===== config.mk =====
export PLATFORM = sky130hd
export DESIGN_NAME = bt656_video_out_encoder_flat
export DESIGN_NICKNAME = d
export VERILOG_FILES = /design/src/rtl/bt656_video_out_encoder_if.sv /design/src/rtl/bt656_video_out_encoder.sv /design/src/flat_wrapper.sv
export SDC_FILE = /design/constraint.sdc
export NUM_CORES = 1
export LEC_CHECK = 0
export ABC_CLOCK_PERIOD_IN_PS = 3900
export CORE_AREA = 2 2 70 72
export DETAILED_ROUTE_END_ITERATION = 10
export DIE_AREA = 0 0 72 74
export PLACE_DENSITY = 0.85
export SETUP_SLACK_MARGIN = 0.2
export SYNTH_ARGS = -nofsm -noshare
export SYNTH_HDL_FRONTEND = slang
export SYNTH_SLANG_ARGS = --single-unit

===== constraint.sdc =====
create_clock -name clk -period 3.9 [get_ports clk]
set_clock_uncertainty 0.05 [all_clocks]
set_input_delay 0.78 -clock clk [delete_from_list [all_inputs] [get_ports clk]]
set_output_delay 0.78 -clock clk [all_outputs]
set_load 0.03 [all_outputs]

===== src/rtl/bt656_video_out_encoder_if.sv =====
// Pixel stream handshake between a YCbCr 4:2:2 source and the BT.656 output encoder.
interface bt656_video_out_encoder_if;
    logic [15:0] stream_data;           // [15:8]=Y, [7:0]=C (Cb on even pixel, Cr on odd)
    logic        stream_startofpacket;  // first pixel of a field
    logic        stream_valid;
    logic        stream_ready;

    modport master (
        output stream_data,
        output stream_startofpacket,
        output stream_valid,
        input  stream_ready
    );

    modport slave (
        input  stream_data,
        input  stream_startofpacket,
        input  stream_valid,
        output stream_ready
    );
endinterface


===== src/rtl/bt656_video_out_encoder.sv =====
// BT.656 output encoder: serialises a YCbCr 4:2:2 pixel stream into one byte per clock with
// EAV/SAV timing codes, blanking fill and F/V/H flags. Pixels are taken at Cb/Cr byte slots;
// the matching Y is held for the following slot.
module bt656_video_out_encoder #(
    parameter int unsigned ACTIVE_PIXELS = 720,
    parameter int unsigned HBLANK_BYTES  = 268,
    parameter int unsigned TOTAL_LINES   = 525,
    parameter int unsigned FIELD2_START  = 263,
    parameter int unsigned F1_ACT_START  = 19,
    parameter int unsigned F2_ACT_START  = 282,
    parameter int unsigned ACTIVE_LINES  = 240
) (
    input  logic                      clk,
    input  logic                      reset,
    bt656_video_out_encoder_if.slave  src,
    output logic [7:0]                td_data,
    output logic                      td_hs,
    output logic                      td_vs,
    output logic                      td_field,
    output logic                      underflow
);
    localparam int unsigned LineLen  = 8 + HBLANK_BYTES + 2 * ACTIVE_PIXELS;
    localparam int unsigned SavStart = 4 + HBLANK_BYTES;
    localparam int unsigned ActStart = 8 + HBLANK_BYTES;
    localparam int unsigned HW       = $clog2(LineLen);
    localparam int unsigned LW       = $clog2(TOTAL_LINES);

    typedef enum logic {StUnsync, StSync} sync_e;

    sync_e          sync_q, sync_d;
    logic [HW-1:0]  h_cnt_q, h_cnt_d;
    logic [LW-1:0]  line_q, line_d;
    logic [7:0]     td_data_q, td_data_d;
    logic           hs_q, vs_q, field_q, under_q, under_d;
    logic [7:0]     y_hold_q, y_hold_d;

    logic [31:0]    h_ext, line_ext;
    logic           line_f, line_v, act_c, field_first;
    logic           ready, accept;
    logic [7:0]     c_byte;

    function automatic logic [7:0] xy_code(input logic f, input logic v, input logic h);
        return {1'b1, f, v, h, v ^ h, f ^ h, f ^ v, f ^ v ^ h};
    endfunction

    assign h_ext    = 32'(h_cnt_q);
    assign line_ext = 32'(line_q);
    assign line_f   = (line_ext >= FIELD2_START);
    assign line_v   = !(((line_ext >= F1_ACT_START) &&
                         (line_ext < F1_ACT_START + ACTIVE_LINES)) ||
                        ((line_ext >= F2_ACT_START) &&
                         (line_ext < F2_ACT_START + ACTIVE_LINES)));
    // ActStart is even, so even byte positions in the active region are C slots
    assign act_c       = !line_v && (h_ext >= ActStart) && !h_ext[0];
    assign field_first = act_c && (h_ext == ActStart) &&
                         ((line_ext == F1_ACT_START) || (line_ext == F2_ACT_START));

    assign src.stream_ready = ready && !reset;

    // Horizontal byte counter and line counter
    always_comb begin
        h_cnt_d = h_cnt_q + 1'b1;
        line_d  = line_q;
        if (h_ext == LineLen - 1) begin
            h_cnt_d = '0;
            line_d  = (line_ext == TOTAL_LINES - 1) ? '0 : line_q + 1'b1;
        end
    end

    // Sync tracking and pixel handshake: discard until a SOP lines up with a field start
    always_comb begin
        sync_d  = sync_q;
        ready   = 1'b0;
        accept  = 1'b0;
        under_d = 1'b0;
        if (sync_q == StUnsync) begin
            if (src.stream_valid && !src.stream_startofpacket) begin
                ready = 1'b1;
            end else if (src.stream_valid && field_first) begin
                ready  = 1'b1;
                accept = 1'b1;
                sync_d = StSync;
            end
        end else if (act_c) begin
            if (!src.stream_valid) begin
                under_d = 1'b1;
            end else if (src.stream_startofpacket != field_first) begin
                // SOP mid-field, or a field start without SOP: lose sync, emit black
                sync_d = StUnsync;
            end else begin
                ready  = 1'b1;
                accept = 1'b1;
            end
        end
    end

    // Output byte selection by position within the line
    always_comb begin
        y_hold_d = y_hold_q;
        c_byte   = accept ? src.stream_data[7:0] : 8'h80;
        if (act_c) begin
            y_hold_d = accept ? src.stream_data[15:8] : 8'h10;
        end
        if (h_ext == 0 || h_ext == SavStart) begin
            td_data_d = 8'hFF;
        end else if (h_ext < 3 || (h_ext > SavStart && h_ext < SavStart + 3)) begin
            td_data_d = 8'h00;
        end else if (h_ext == 3) begin
            td_data_d = xy_code(line_f, line_v, 1'b1);
        end else if (h_ext == SavStart + 3) begin
            td_data_d = xy_code(line_f, line_v, 1'b0);
        end else if (h_ext < SavStart) begin
            td_data_d = h_ext[0] ? 8'h10 : 8'h80;
        end else if (h_ext[0]) begin
            td_data_d = line_v ? 8'h10 : y_hold_q;
        end else begin
            td_data_d = c_byte;
        end
    end

    // State and registered outputs
    always_ff @(posedge clk or posedge reset) begin
        if (reset) begin
            sync_q    <= StUnsync;
            h_cnt_q   <= '0;
            line_q    <= '0;
            td_data_q <= 8'h10;
            hs_q      <= 1'b0;
            vs_q      <= 1'b1;
            field_q   <= 1'b0;
            under_q   <= 1'b0;
            y_hold_q  <= 8'h10;
        end else begin
            sync_q    <= sync_d;
            h_cnt_q   <= h_cnt_d;
            line_q    <= line_d;
            td_data_q <= td_data_d;
            hs_q      <= (h_ext < ActStart);
            vs_q      <= line_v;
            field_q   <= line_f;
            under_q   <= under_d;
            y_hold_q  <= y_hold_d;
        end
    end

    assign td_data   = td_data_q;
    assign td_hs     = hs_q;
    assign td_vs     = vs_q;
    assign td_field  = field_q;
    assign underflow = under_q;
endmodule


===== src/flat_wrapper.sv =====
// flat-port wrapper written by rule: the top's interface ports become plain ports
module bt656_video_out_encoder_flat 
#(
    parameter int unsigned ACTIVE_PIXELS = 720,
    parameter int unsigned HBLANK_BYTES  = 268,
    parameter int unsigned TOTAL_LINES   = 525,
    parameter int unsigned FIELD2_START  = 263,
    parameter int unsigned F1_ACT_START  = 19,
    parameter int unsigned F2_ACT_START  = 282,
    parameter int unsigned ACTIVE_LINES  = 240
)
  (clk, reset, td_data, td_hs, td_vs, td_field, underflow, src_stream_data, src_stream_startofpacket, src_stream_valid, src_stream_ready);
  bt656_video_out_encoder_if src_i ();
  input  logic clk;
  input  logic reset;
  output logic [7:0] td_data;
  output logic td_hs;
  output logic td_vs;
  output logic td_field;
  output logic underflow;
  input wire logic [$bits(src_i.stream_data)-1:0] src_stream_data;
  input wire logic [$bits(src_i.stream_startofpacket)-1:0] src_stream_startofpacket;
  input wire logic [$bits(src_i.stream_valid)-1:0] src_stream_valid;
  output wire logic [$bits(src_i.stream_ready)-1:0] src_stream_ready;
  assign src_i.stream_data = src_stream_data;
  assign src_i.stream_startofpacket = src_stream_startofpacket;
  assign src_i.stream_valid = src_stream_valid;
  assign src_stream_ready = src_i.stream_ready;
  bt656_video_out_encoder #(.ACTIVE_PIXELS(ACTIVE_PIXELS), .HBLANK_BYTES(HBLANK_BYTES), .TOTAL_LINES(TOTAL_LINES), .FIELD2_START(FIELD2_START), .F1_ACT_START(F1_ACT_START), .F2_ACT_START(F2_ACT_START), .ACTIVE_LINES(ACTIVE_LINES)) u_core (.clk(clk), .reset(reset), .src(src_i), .td_data(td_data), .td_hs(td_hs), .td_vs(td_vs), .td_field(td_field), .underflow(underflow));
endmodule

==> run summary <==
For this run, design rule violations remaining after detail routing come to 0. The part of the power in the clock network is 0.418. During synthesis, Yosys emitted a total of 0 warnings. Counting the fill cells in the layout gives 378. The time the worst path needs with I/O delays and setup is 3.56 ns, and the height of the chip is 74 um. Initial core utilization: 0.534.

The logs give 0.30 ns for the clock insertion delay at the later pin of the skew report and 4230 um for the placed wire-length estimate. Among all flip-flop cells after synthesis, the most frequent one is sky130_fd_sc_hd__dfrtp_1. The logs give 0 for the final global-route overflow total and 0 for the number of routed nets with antenna violations.

The post-synthesis sequential element count is 42, and the count of H-tree levels built during CTS is 2. For the number of antenna violations at the first check in global routing, the log shows 0. The maximum number of pins on one net before global-route repair was 43.

The total number of placement rows was 25; the worst slew slack as a fraction of its limit was 0.567. The number of antenna diodes in the final layout is 0. The worst setup path is of the reg -> out kind.

The power per cell area is 274 nW/um^2, and the proportion of total power due to net switching is 0.204. For the DRC marker count from the first detailed-route iteration, the log shows 236. The hold violation total from the final report was 0. The die is 72 um wide.

During placement, the flow inserted port buffers numbering 32. For this design, the slowest cell found on the critical path is sky130_fd_sc_hd__or4b_2. Across the run, the number of max-cap violations was 0. The portion of total power attributed to sequential cells was 0.540. The slew at the pin closest to its max-slew limit is 0.645 ns. For the total iterations of the first detailed-routing run, the log shows 4. The global routing usage summed across all routing layers came out at 0.247. The tools report the distinct cell type count of the synthesized netlist as 55.

The library cell used most frequently in the layout, excluding fill and tap cells, is sky130_fd_sc_hd__dfrtp_1. The fraction of synthesis flops using an asynchronous set or reset pin is 1.00, and the maximum VDD drop is 0.000195 V. For the number of global-route vias before repair, the log shows 2096.

The routed layout has 2185 vias. Summed over all cells, the static leakage comes to 1.19 nW. Setup violations remaining at the end of the flow were counted as 0.

The first global-routing pass estimated 10100 um of wire. At the worst endpoint, the arrival time is 2.73 ns. Using the TritonRoute via totals, the vias-per-cell ratio works out to 6.21. The clock net in this run drives a total of 42 sinks. After clock tree synthesis, the clock-pin slew on the worst setup and hold paths is 0.08 ns.

In the layout the commonest cells are 38 x sky130_fd_sc_hd__dfrtp_1, 31 x sky130_fd_sc_hd__clkdlybuf4s50_1, 21 x sky130_fd_sc_hd__nand2_1, 18 x sky130_fd_sc_hd__nand3_1. The path class of the tightest hold or removal check is reg -> reg. For the data required time of the worst path, the log shows 3.07 ns. The portion of the post-synthesis area used by sequential elements is 0.430. The sum of internal, switching and leakage power came out at 807 uW. The tools report the critical path endpoint category as a primary output. The kind of start point of the critical path was a flop.

The total negative slack for setup checks is 0 ns. Root cell of the clock tree: sky130_fd_sc_hd__clkbuf_8. In this run the cell area of the synthesized design comes to 2450 sq um. TritonCTS built the clock tree.

Setup repair after global routing left no endpoint under its margin. Wires add up to 5930 um. The final layout contains 322 nets. The area added between synthesis and finish works out to 19.7%. Static timing analysis puts the maximum clock frequency at 0.281 GHz.

In the final routed layout, each cell accounts on average for 16.8 um. The flow ran to the end, and the final reports show no timing, DRC or antenna violations. The fraction of layout instances using a drive strength above 1 was 0.107. Cell count after synthesis: 269.

The critical path goes through nor3_1, or4b_2, and3_1, a211oi_2, o21ai_0, a221oi_2, buf_4. Clock tree synthesis inserted a total of 5 buffers. The number of top-level pins is 33, and the number of buffers added for setup after CTS is 0. The number of hold buffers added after CTS was 0. For the total die area, the log shows 5330 sq um. The run gives 294 as the synthesized net count. Synthesized area per cell: 9.13 sq um. The net switching power figure is 164 uW, and the total core area is 4600 sq um. The part of the cycle the worst path needs was 0.913; the logic gate share of total power was 0.042. The internal power summed over all cells is 642 uW, and the global placer's final weighted congestion is 0.911. The delay of the slowest cell on the worst path was 0.63 ns.

The number of enable flip-flop cells after synthesis is 0, and the max-slew violation total from the final report is 0. No sink is reached through more buffers than the 2 on the longest clock path. In this run the worst path has a maximum fanout of 13.
cell usage after synthesis, drive strengths merged (2+ instances only):
master,n,area [sq um]
ha,5,62.6
a221o,2,20.0
xor2,4,35.0
a31oi,4,25.0
nor3b,4,30.0
a22o,7,61.3
and2,2,15.0
nand3,18,90.1
buf,2,16.3
a211oi,5,42.5
or3,8,55.1
xnor2,10,87.6
a311oi,2,17.5
inv,13,48.8
nor2,17,63.8
o311ai,2,25.0
or4,3,30.0
dfrtp,39,976
a21oi,12,71.3
nand4,9,56.3
and3,9,56.3
a211o,2,17.5
nor3,8,40.0
nand2,21,78.8
nand3b,2,15.0
o211ai,3,22.5
clkbuf,13,48.8
dfstp,3,78.8
o21ai,17,85.1
or2,2,12.5
nor2b,4,25.0
critical path: cells and delay by family, from the launching register on:
family | cells | cell delay [ns]
AND/OR/NAND/NOR | 3 | 0.97
flip-flops | 1 | 0.56
buffers and inverters | 1 | 0.19
AO/OA/AOI/OAI | 3 | 0.71
stage by stage:
step	setup WS, ns	hold WS [ns]	std cells	util	area [sq um]
after detailed placement	0.517	0.451	344	0.613	2820
after global placement	0.647	0.453	344	0.613	2820
after floorplan	0.393	0.423	269	-	2460
final	0.338	0.473	352	0.639	2940
after CTS	0.243	0.472	352	0.637	2930
after global routing	0.223	0.490	352	0.639	2940
state kept, by name (all words and copies together) (netlist names):
signal / flops
u_core.td_field: 1
u_core.h_cnt_q: 11
u_core.td_data: 8
u_core.td_hs: 1
u_core.line_q: 10
u_core.sync_q: 1
u_core.underflow: 1
u_core.y_hold_q: 8
u_core.td_vs: 1
power groups by stage:
stage	Sequential [mW]	Combinational [mW]	Clock [mW]
2_1_floorplan	0.444	0.0105	0
3_3_place_gp	0.444	0.0339	0
3_5_place_dp	0.444	0.0346	0
4_1_cts	0.435	0.0348	0.342
5_1_grt	0.435	0.0378	0.365
6_report	0.435	0.0342	0.337
layout make-up:
type                            count  area [sq um]  share of cell area
Inverter                           13          48.8              0.0166
Timing Repair Buffer               36           348               0.118
Clock inverter                      3          40.0              0.0136
Tap cell                           54          67.6              0.0230
Sequential cell                    42          1060               0.359
Multi-Input combinational cell    199          1310               0.446
Clock buffer                        5          68.8              0.0234
path summary, 6_finish.rpt:
| path | cells after the start | start | end | slack (ns) |
|---|---|---|---|---|
| setup / recovery | 7 | u_core.line_q[2] | src_stream_ready | 0.34 |
| hold / removal | 1 | u_core.y_hold_q[2] | u_core.y_hold_q[2] | 0.47 |
| setup reg to reg | 6 | u_core.h_cnt_q[7] | u_core.td_data[4] | 1.22 |
| hold reg to reg | 1 | u_core.y_hold_q[2] | u_core.y_hold_q[2] | 0.47 |
| max in group asynchronous | 3 | reset | u_core.line_q[1] | 2.50 |
| min in group asynchronous | 3 | reset | u_core.sync_q | 0.89 |
timing repair:
action / 4_1_cts / 5_1_grt
pin swaps: 0 / 0
gates cloned: 0 / 0
endpoints found under the setup margin: 1 / 1
gates resized for setup: 1 / 2
per-layer routing:
metal	vias to the layer above	share of wire	track usage	routed length, um
met1	1044	0.43	0.326	2520
met2	92	0.49	0.404	2920
met4	0	0.022	0.0901	131
met5	-	0	0	0
li1	1037	-	-	-
met3	12	0.060	0.0569	355
logic make-up (layout without fill, tap and decap cells):
logic type      after synthesis  in the layout  share of synthesized area
simple gates                113            113                      0.252
xor+xnor                     14             14                     0.0499
mux                           2              2                    0.00866
fa+ha+maj                     5              5                     0.0255
buf+inv                      28             57                     0.0464
flops                        42             42                      0.430
compound gates               65             65                      0.188
Power figures use the tool's default switching activity.
==> edit (same flow settings) <==
`ACTIVE_PIXELS` is set to 720 in 2 places; all go to 180.
--- a/src/rtl/bt656_video_out_encoder.sv
+++ b/src/rtl/bt656_video_out_encoder.sv
@@ -2,7 +2,7 @@
 // EAV/SAV timing codes, blanking fill and F/V/H flags. Pixels are taken at Cb/Cr byte slots;
 // the matching Y is held for the following slot.
 module bt656_video_out_encoder #(
-    parameter int unsigned ACTIVE_PIXELS = 720,
+    parameter int unsigned ACTIVE_PIXELS = 180,
     parameter int unsigned HBLANK_BYTES  = 268,
     parameter int unsigned TOTAL_LINES   = 525,
     parameter int unsigned FIELD2_START  = 263,
--- a/src/flat_wrapper.sv
+++ b/src/flat_wrapper.sv
@@ -1,7 +1,7 @@
 // flat-port wrapper written by rule: the top's interface ports become plain ports
 module bt656_video_out_encoder_flat 
 #(
-    parameter int unsigned ACTIVE_PIXELS = 720,
+    parameter int unsigned ACTIVE_PIXELS = 180,
     parameter int unsigned HBLANK_BYTES  = 268,
     parameter int unsigned TOTAL_LINES   = 525,
     parameter int unsigned FIELD2_START  = 263,
Formal check against the unedited RTL: no difference found for any inputs over 10 cycles, from zero or initial values and one cycle with reset high; that may be too few to reach the edited logic, so the function may still have changed.
==> edit against the original RTL <==
- sequential cell count fell by 1
- setup slack got worse by 0.041 ns
- final area fell by 6.6%
- power fell by 9.0%
- die area did not move
- highest routed layer unchanged
- area after synthesis fell by 6.1%
- non-clock buffer count fell by 1
- routed wire length fell by 10%
- critical endpoint unchanged
==> edit: results <==
# TYPE chip_impl_metric gauge
chip_impl_info{name="result_of_the_run",value="complete, no violations"} 1
chip_impl_metric{name="netlist-cell-type-count",unit=""} 48
chip_impl_info{name="layout_top_registers",value="u_core.h_cnt_q x10, u_core.line_q x10"} 1
chip_impl_metric{name="mappedNetlistNets",unit=""} 275
chip_impl_metric{name="detailedRoute.firstPassIterationCount",unit=""} 5
chip_impl_metric{name="finalNonFillerCells",unit=""} 329
chip_impl_metric{name="placement.cell_area",unit="µm²"} 2636
chip_impl_metric{name="r2r_setup_slack",unit="ns"} 0.67
chip_impl_metric{name="drt_iter0_drc",unit=""} 276
chip_impl_metric{name="finalNetCount",unit=""} 299
chip_impl_info{name="reg2reg_start",value="u_core.line_q[5]$_DFFE_PP0N_"} 1
chip_impl_metric{name="p_int",unit="mW"} 0.5742
chip_impl_info{name="ys_top_cells_by_area",value="sky130_fd_sc_hd__dfrtp_1, sky130_fd_sc_hd__dfstp_2, sky130_fd_sc_hd__nor2_1, sky130_fd_sc_hd__nand2_1, sky130_fd_sc_hd__a21oi_1"} 1
chip_impl_metric{name="worst_path_largest_cell_delay",unit="ns"} 0.61
chip_impl_metric{name="post_cts_resized",unit=""} 2
chip_impl_metric{name="hold_ws",unit="ns"} 0.4412
chip_impl_metric{name="grt_pass1_wl",unit="µm"} 8521
chip_impl_metric{name="placed_cells_incl_taps",unit=""} 321
chip_impl_info{name="ys_top_cells_by_count",value="sky130_fd_sc_hd__dfrtp_1, sky130_fd_sc_hd__nor2_1, sky130_fd_sc_hd__nand2_1"} 1
chip_impl_metric{name="worst_margin_slew",unit="ns"} 0.7649
chip_impl_metric{name="holdPathStages",unit=""} 2
chip_impl_metric{name="static-leakage-power",unit="nW"} 1.107
chip_impl_metric{name="vdd_ir_drop_max",unit="mV"} 0.1300
chip_impl_metric{name="crit_arrival",unit="ns"} 2.77
chip_impl_metric{name="post_synth_xor_area_fraction",unit="%"} 4.180
chip_impl_info{name="critical_path_top_delay_cell",value="sky130_fd_sc_hd__or4_1"} 1
chip_impl_info{name="hold_path_startpoint",value="u_core.y_hold_q[4]$_DFFE_PP1N_"} 1
chip_impl_metric{name="synthMuxAreaShare",unit="%"} 0
chip_impl_metric{name="path_max_fanout",unit=""} 8
chip_impl_metric{name="synth-compound-area-share",unit="%"} 20.47
chip_impl_metric{name="viasPerCell",unit=""} 6.243
chip_impl_metric{name="grt_pass1_vias",unit=""} 1837
chip_impl_metric{name="fillCellCount",unit=""} 382
chip_impl_metric{name="layout-drive-gt1-share",unit="%"} 9.818
chip_impl_metric{name="post-dp-hpwl",unit="µm"} 3779
chip_impl_info{name="min_delay_worst_endpoint",value="u_core.y_hold_q[4]$_DFFE_PP1N_"} 1
chip_impl_metric{name="powerComb",unit="mW"} 0.0369
==> edit: worst max-delay path by stage <==
stage | end | start | slack, ns
finish | src_stream_ready | u_core.line_q[5]$_DFFE_PP0N_ | 0.30
global route | src_stream_ready | u_core.line_q[5]$_DFFE_PP0N_ | 0.22
CTS | src_stream_ready | u_core.line_q[5]$_DFFE_PP0N_ | 0.21
detailed placement | src_stream_ready | u_core.line_q[1]$_DFFE_PP0N_ | 0.45
global placement | src_stream_ready | u_core.line_q[5]$_DFFE_PP0N_ | 0.60
floorplan | src_stream_ready | u_core.line_q[5]$_DFFE_PP0N_ | 0.56
==> edit: layout make-up <==
cell class / instances / area [µm²] / area share [%]
Multi-Input combinational cell: 179 / 1180 / 42.96
Sequential cell: 41 / 1031 / 37.54
Timing Repair Buffer: 35 / 340.3 / 12.39
Clock buffer: 6 / 72.57 / 2.642
Tap cell: 54 / 67.56 / 2.460
Inverter: 12 / 45.04 / 1.640
Clock inverter: 2 / 10.01 / 0.3645
==> edit: metal layers <==
| metal | track usage (%) | part of all wire, % | vias to the layer above | wire [µm] |
|---|---|---|---|---|
| met3 | 3.523 | 6.1 | 8 | 324 |
| met2 | 33.64 | 48 | 93 | 2575 |
| li1 | - | - | 963 | - |
| met1 | 27.06 | 44 | 990 | 2349 |
| met4 | 6.289 | 1.5 | 0 | 79 |
| met5 | 0 | 0 | - | 0 |
==> edit: metrics by stage <==
stage / total power, mW / util, %
floorplan: 0.4510 / -
global placement: 0.4768 / 57.33
detailed placement: 0.4772 / 57.33
CTS: 0.7399 / 59.29
global route: 0.7589 / 59.73
finish: 0.7339 / 59.73
==> edit: kinds of logic after synthesis <==
kind of cell / after synthesis
adders and majority gates: 5
xor gates and xnor gates: 11
and+or+nand+nor: 99
DFF: 41
buffers and inverters: 30
AOI/OAI and AO/OA: 64
